--- config.mk ---
export PLATFORM = sky130hd
export DESIGN_NAME = scratch_arbiter
export DESIGN_NICKNAME = d
export VERILOG_FILES = /design/src/rtl/scratch_arb_pkg.sv /design/src/rtl/scratch_arbiter_sat_counter.sv /design/src/rtl/scratch_arbiter.sv
export SDC_FILE = /design/constraint.sdc
export NUM_CORES = 1
export LEC_CHECK = 0
export BUFFER_PORTS_ARGS = -buffer_cell sky130_fd_sc_hd__buf_4
export CORE_MARGIN = 10
export CORE_UTILIZATION = 38
export DETAILED_ROUTE_END_ITERATION = 10
export PLACE_DENSITY = 0.84
export SLEW_MARGIN = 20
export SYNTH_ARGS = -nofsm -noshare
export SYNTH_HDL_FRONTEND = slang
export SYNTH_SLANG_ARGS = --single-unit
--- constraint.sdc ---
create_clock -name clk -period 2.4 [get_ports clk]
set_clock_uncertainty 0.2 [all_clocks]
set_input_delay 0.48 -clock clk [delete_from_list [all_inputs] [get_ports clk]]
set_output_delay 0.48 -clock clk [all_outputs]
set_load 0.02 [all_outputs]
--- src/rtl/scratch_arb_pkg.sv ---
// scratch_arb_pkg
// Shared types and defaults for the scratch RAM arbiter.
//   arb_state_t       : arbiter FSM state encoding
//   SCR_ARB_MAX_WAIT  : default number of consecutive debug denials before
//                       the pipeline is stalled for one cycle
package scratch_arb_pkg;

    localparam int SCR_ARB_MAX_WAIT = 16;

    typedef enum logic [1:0] {
        ARB_IDLE,
        ARB_WAIT,
        ARB_STEAL
    } arb_state_t;

endpackage

--- src/rtl/scratch_arbiter_sat_counter.sv ---
// sat_counter
// Saturating up-counter used to count consecutive debug denials.
// Ports:
//   clk, rst : clock, synchronous active-high reset
//   clr      : clear to zero (wins over inc)
//   inc      : count up by one, saturating at MAX
//   cnt      : current count
//   at_max   : count is at MAX, or reaches MAX with the increment this cycle
module sat_counter
    import scratch_arb_pkg::*;
#(
    parameter int MAX = SCR_ARB_MAX_WAIT,
    localparam int W = $clog2(MAX + 1)
) (
    input  logic         clk,
    input  logic         rst,
    input  logic         clr,
    input  logic         inc,
    output logic [W-1:0] cnt,
    output logic         at_max
);

    // at_max looks one increment ahead so the owner can react in the same
    // cycle the count reaches MAX instead of one cycle later.
    always_comb begin
        at_max = (cnt == W'(MAX)) || (inc && (cnt == W'(MAX - 1)));
    end

    // Count register; holds at MAX rather than wrapping.
    always_ff @(posedge clk) begin
        if (rst || clr) begin
            cnt <= '0;
        end else if (inc && (cnt != W'(MAX))) begin
            cnt <= cnt + 1'b1;
        end
    end

endmodule

--- src/rtl/scratch_arbiter.sv ---
// scratch_arbiter
// Shares the single-port scratch RAM between the CPU execute stage (priority)
// and a debug/DMA requester. After MAX_WAIT consecutive denials the debug
// port steals one cycle and the pipeline is stalled for that cycle.
// Ports:
//   clk, rst                                  : clock, synchronous active-high reset
//   cpu_active/cpu_we/cpu_addr/cpu_wdata      : execute-stage access
//   cpu_rdata                                 : RAM read data passthrough
//   cpu_stall                                 : execute stage must hold this cycle
//   dbg_req/dbg_we/dbg_addr/dbg_wdata         : debug access request
//   dbg_gnt                                   : debug access performed this cycle
//   dbg_rdata/dbg_rvalid                      : registered debug read data
//   ram_we/ram_addr/ram_wdata/ram_rdata       : scratch RAM port
module scratch_arbiter
    import scratch_arb_pkg::*;
#(
    parameter int ADDR_W   = 8,
    parameter int DATA_W   = 10,
    parameter int MAX_WAIT = SCR_ARB_MAX_WAIT
) (
    input  logic              clk,
    input  logic              rst,
    input  logic              cpu_active,
    input  logic              cpu_we,
    input  logic [ADDR_W-1:0] cpu_addr,
    input  logic [DATA_W-1:0] cpu_wdata,
    output logic [DATA_W-1:0] cpu_rdata,
    output logic              cpu_stall,
    input  logic              dbg_req,
    input  logic              dbg_we,
    input  logic [ADDR_W-1:0] dbg_addr,
    input  logic [DATA_W-1:0] dbg_wdata,
    output logic              dbg_gnt,
    output logic [DATA_W-1:0] dbg_rdata,
    output logic              dbg_rvalid,
    output logic              ram_we,
    output logic [ADDR_W-1:0] ram_addr,
    output logic [DATA_W-1:0] ram_wdata,
    input  logic [DATA_W-1:0] ram_rdata
);

    localparam int CNT_W = $clog2(MAX_WAIT + 1);

    arb_state_t       state;
    logic [CNT_W-1:0] deny_cnt;
    logic             deny_at_max;
    logic             cpu_denied;

    // A denial is any debug request that loses to an active CPU outside the
    // steal slot. Every non-denied cycle clears the counter, so it only ever
    // holds a run of consecutive denials.
    sat_counter #(
        .MAX (MAX_WAIT)
    ) u_deny_cnt (
        .clk    (clk),
        .rst    (rst),
        .clr    (!cpu_denied),
        .inc    (cpu_denied),
        .cnt    (deny_cnt),
        .at_max (deny_at_max)
    );

    // Grant, stall and RAM mux. cpu_stall decodes registered state only; the
    // grant is combinational so an idle CPU lets debug in the same cycle.
    // Everything is held inactive while reset is asserted.
    always_comb begin
        cpu_stall  = !rst && (state == ARB_STEAL);
        dbg_gnt    = !rst && dbg_req && ((state == ARB_STEAL) || !cpu_active);
        cpu_denied = !rst && dbg_req && cpu_active && (state != ARB_STEAL);
        cpu_rdata  = ram_rdata;
        if (dbg_gnt) begin
            ram_we    = dbg_we;
            ram_addr  = dbg_addr;
            ram_wdata = dbg_wdata;
        end else begin
            ram_we    = !rst && cpu_active && !cpu_stall && cpu_we;
            ram_addr  = cpu_addr;
            ram_wdata = cpu_wdata;
        end
    end

    // Arbiter FSM. STEAL always lasts exactly one cycle and is only entered
    // from a denial, which cannot happen in STEAL, so stalls never abut.
    always_ff @(posedge clk) begin
        if (rst) begin
            state <= ARB_IDLE;
        end else begin
            case (state)
                ARB_IDLE, ARB_WAIT: begin
                    if (cpu_denied) begin
                        state <= deny_at_max ? ARB_STEAL : ARB_WAIT;
                    end else begin
                        state <= ARB_IDLE;
                    end
                end
                default: state <= ARB_IDLE;
            endcase
        end
    end

    // Debug read data is captured from the RAM during the granted cycle and
    // presented with a one-cycle valid pulse afterwards.
    always_ff @(posedge clk) begin
        if (rst) begin
            dbg_rvalid <= 1'b0;
            dbg_rdata  <= '0;
        end else begin
            dbg_rvalid <= dbg_gnt && !dbg_we;
            if (dbg_gnt && !dbg_we) begin
                dbg_rdata <= ram_rdata;
            end
        end
    end

    // The counter must be empty whenever the FSM rests in IDLE.
    idle_count_clear : assert property (@(posedge clk) disable iff (rst)
        (state == ARB_IDLE) |-> (deny_cnt == '0));

endmodule

======== After elaboration in Yosys (flattened, before gate mapping) ========
Cells that the tools add are included.
word-level totals
  register bits after elaboration ......... 18
  bits of input ports ..................... 52
  output and inout port bits .............. 42
cells by class
  add/subtract/negate cells ............... 1
  eq/ne operators ......................... 6
  mux-type cells .......................... 4
  bitwise operators ....................... 2
  reductions and logical operators ........ 22
operator list
  cell                   count
  $logic_and A1 B1 Y1    11
  $mux W10               1
  $mux W8                1
  $add A5 B1 Y5 const B  1
  $eq A5 B4 Y1 const B   1
  $eq A5 B5 Y1 const B   1
  $logic_not A1 Y1       5
  $ne A5 B5 Y1 const B   1
  $logic_or A1 B1 Y1     3
  $reduce_or A3 Y1       1
  $eq A2 B1 Y1 const B   1
  $eq A2 B2 Y1 const B   1
  $logic_not A2 Y1       1
  $mux W2                1
  $ne A2 B2 Y1 const B   1
  $not A1 Y1             2
  $reduce_or A2 Y1       1
  $mux W1                1

======== Depth between registers and ports, before layout ========
  word-level depth ........................ 7
  depth in mapped cells ................... 5

======== Cells and area by module ========
From an unflattened synthesis, not the netlist that was laid out.
second synthesis, totals
  cells, all modules ...................... 112
  area, all modules ....................... 1,177.4 um^2
modules (own cells, without submodules)
  module           times used  cells an instance  area an instance (um^2)
  scratch_arbiter  1           80                 889.6
  sat_counter      1           32                 287.8

======== Worst setup path after synthesis ========
OpenSTA, ideal clock, no wires.
  kind .................................... input-to-output
  from .................................... input dbg_req
  to ...................................... output ram_addr[0]
  arrival ................................. 1,617 ps
  data required time ...................... 1,720 ps
  path slack .............................. 103 ps
  cell stages on the path ................. 5
  cell sequence ........................... nor2b_1 > a21boi_0 > buf_4 > buf_4 > mux2_2
on the way
  longest elaborated chain between the ends .. 3
RTL lines
  item                              RTL line               source
  start, declared                   scratch_arbiter.sv:29  input logic dbg_req,
  $logic_and A1 B1 Y1 (2 in a row)  scratch_arbiter.sv:68  dbg_gnt = !rst && dbg_req && ((state == ARB_STEAL) || !cpu_active);
  net dbg_gnt                       scratch_arbiter.sv:33  output logic dbg_gnt,
  $mux W8                           scratch_arbiter.sv:71  if (dbg_gnt) begin
  end, declared                     scratch_arbiter.sv:37  output logic [ADDR_W-1:0] ram_addr,
The timed path passes the listed nets, and every way through them passes these cells.

======== Worst setup path after layout ========
  from .................................... input rst
  to ...................................... output ram_addr[3]
on the way
  longest elaborated chain between the ends .. 4
RTL lines
  item                              RTL line               source
  start, declared                   scratch_arbiter.sv:22  input logic rst,
  $logic_not A1 Y1                  scratch_arbiter.sv:68
  $logic_and A1 B1 Y1 (2 in a row)  scratch_arbiter.sv:68
  $mux W8                           scratch_arbiter.sv:71
No other way between the ends.

==> impl_metrics.tcl <==
set metrics [dict create \
    synth_area_per_cell_um2 10.5 \
    run_status "finished clean" \
    grt_pass1_vias 1222 \
    finalHoldWorstSlack_ns 0.219 \
    globalplace.congestion 0.819 \
    design.portCount 94 \
    clk_lat_worst_skew_ns 0.29 \
    ys_seq_elements 18 \
    ys_warn_count 0 \
    post_cts.repair.setup_buffers 0 \
    initial_core_util_pct 40.4 \
    tritoncts_num_sinks 18 \
    clock_transition_at_path_regs_ns 0.10 \
    report.final.hold_viol_count 0 \
    final_layout_size_suffix_gt1_share_pct 68.7 \
    timing.critical_path.from "rst" \
    synth_cell_type_count 25 \
    vdd.ir_drop.worst_mv 0.358 \
    design.core.area_um2 2780 \
    design_power_total_uw 742 \
    maxSlewHeadroom_pct 57.4 \
    grt_antenna_before_repair 0 \
    critPathKind "primary input to output pin" \
    final_period_demand_of_the_worst_path_ns 2.33 \
    grt_util_all_layers_pct 13.3 \
    cts.htree.levels 1 \
    wire_length_of_the_first_global_routing_pass_um 5940 \
    synth_edf_count 0 \
    synth_async_sr_flop_share_pct 0 \
    critical_path_peak_fanout 5 \
    synth-main-ff-cell "dfxtp_1" \
    cts-buffers-inserted 3 \
    worstReg2RegStart "state[0]$_SDFF_PP0_" \
    die_w_um 74.3 \
    r2r.worst_path.cells 3 \
    multi_input_comb_area_um2 649 \
    worstReg2RegEnd "dbg_rdata[6]$_SDFFE_PP0P_" \
    synthTopCellsByArea "dfxtp_1 (32%), mux2_2 (19%), mux2_4 (12%)" \
    rsz0062_at_grt "false" \
    synth_sequential_area_ratio_pct 32.1 \
    hold_buffers 0 \
    cts_root_buffer "clkbuf_4" \
    holdCritPathClass "primary input to flip-flop" \
    min-delay-start "ram_rdata[1]" \
    final_antenna_net_count 0 \
    place_hpwl_um 3280 \
    worst_pin_slew_ns 0.631 \
    area.sequential_um2 362 \
    drtPass1Iterations 4 \
    setup_viol_count_final 0 \
    detail_route.drc_violations 0 \
    worst_ep_required_time_ns 1.72 \
    detailedRoute.firstIterationViolations 19 \
    syn_nets 162 \
    yosys.area.top_type_share_pct 32.1 \
    netlist_instances 107 \
    route.detailed.wl_per_inst_um 17.0 \
    layout_worst_path_cycle_share_pct 97.3 \
    drt_wl_total_um 3840 \
    area_delta_synth_final_pct 64.7 \
    fillCellCount 215 \
    netlist.top_cell.by_area "dfxtp_1" \
    die_h_um 74.3 \
    design.final.nets 251 \
    per_cell_via_count_in_the_routed_design 4.85 \
    pin_count_of_the_biggest_net_entering_global_routing 14 \
    tritoncts "built" \
    min_delay_worst_endpoint "dbg_rdata[1]$_SDFFE_PP0P_" \
    dr_total_vias 1096 \
    core.rowCount 19 \
    cp_data_arrival_time_ns 1.65 \
    global_route.overflow_total 0 \
    timing_limited_maximum_frequency_mhz 428 \
    final.setup.tns_ns 0 \
    io_buf_count 93 \
    clk_path_buf_depth 2 \
    final_cell_count_no_fill 226 \
    design.die.area_um2 5530 \
    drv_cap 0 \
    synth.top_cells.by_count "mux2_2 (19), dfxtp_1 (18), buf_4 (12)" \
    synthesis.area_um2 1120 \
    power_density_nw_per_um2 402 \
    antenna_cells_inserted 0 \
    most_used_standard_cell_by_instance_count_after_synthesis "mux2_2" \
    start_kind "primary input" \
    place_inst 220 \
    register_to_register_path_setup_slack_ns 0.55 \
    leakage_uw 0.000964 \
    critical_path.endpoint_type "output pin" \
    holdPathStages 2 \
    report.final.slew_viol_count 0 \
]
[per-layer routing]
layer	vias to the layer above	track usage (%)	routed length, µm
li1	534	-	-
met5	-	0	0
met4	0	2.44	8
met3	2	4.65	358
met2	57	26.2	2050
met1	503	13.0	1420
[registers in the layout, summed over array words and instances, names as in the netlist]
register        count
dbg_rdata          10
dbg_rvalid          1
state               2
u_deny_cnt.cnt      5
[logic make-up (layout without fill, tap and decap cells)]
logic type               after synthesis  count (layout)  share of synthesized area [%]
flip-flops                            18              18                           32.1
AO/OA/AOI/OAI                          6               6                           3.79
multiplexers                          28              28                           31.1
adder cells (fa/ha/maj)                3               3                           3.34
XOR/XNOR                               2               2                           1.56
AND/OR/NAND/NOR                       31              31                           17.1
buffers and inverters                 19             107                           11.0
[cell usage in the layout, fill, tap and decap left out, drive strengths merged, types with 2 or more instances in the layout]
master,netlist,final
clkbuf,1,4
ha,3,3
nor3,3,3
nor2,6,6
dfxtp,18,18
nor2b,2,2
nand2,3,3
mux2,28,28
buf,13,98
inv,5,5
a21oi,3,3
nand3,3,3
and2b,9,9
[power by group]
group,internal (µW),total (µW),leakage [µW],switching (µW)
Combinational,141,247,0.000796,106
Sequential,307,311,0.000147,4.22
Clock,92.3,184,0.0000210,92.0
[layout make-up]
cell class	instances	area share [%]
clock buffers	4	1.96
multi-input cells	70	35.1
repair buffers	98	40.2
inverters	5	1.02
well taps	31	2.10
flip-flops and latches	18	19.6
[repair_timing]
action	4_1_cts	5_1_grt
gates resized for setup	4	3
setup endpoints to repair	18	18
gates cloned	1	1
pin swaps	0	1
[metrics by stage]
stage                     cell area (µm²)  utilization, %  worst slack, ns
after global placement               1780            63.9           0.0463
after CTS                            1830            65.8           0.0136
after floorplan                      1120               -            0.103
final                                1850            66.4           0.0653
after detailed placement             1780            63.9           0.0177
after global routing                 1850            66.4          0.00231
[critical path: stages]
cell,delay (ns)
buf_4,0.11
nor2b_1,0.14
a21boi_4,0.25
buf_4,0.18
mux2_2,0.33
buf_4,0.16
[worst max path at each step]
stage,endpoint,depth (start not counted)
finish,ram_addr[3],6
global route,ram_wdata[8],5
CTS,ram_wdata[4],5
detailed placement,ram_wdata[9],6
global placement,ram_addr[7],6
floorplan,ram_addr[0],5
No activity file was read; power rests on OpenSTA's default activity.
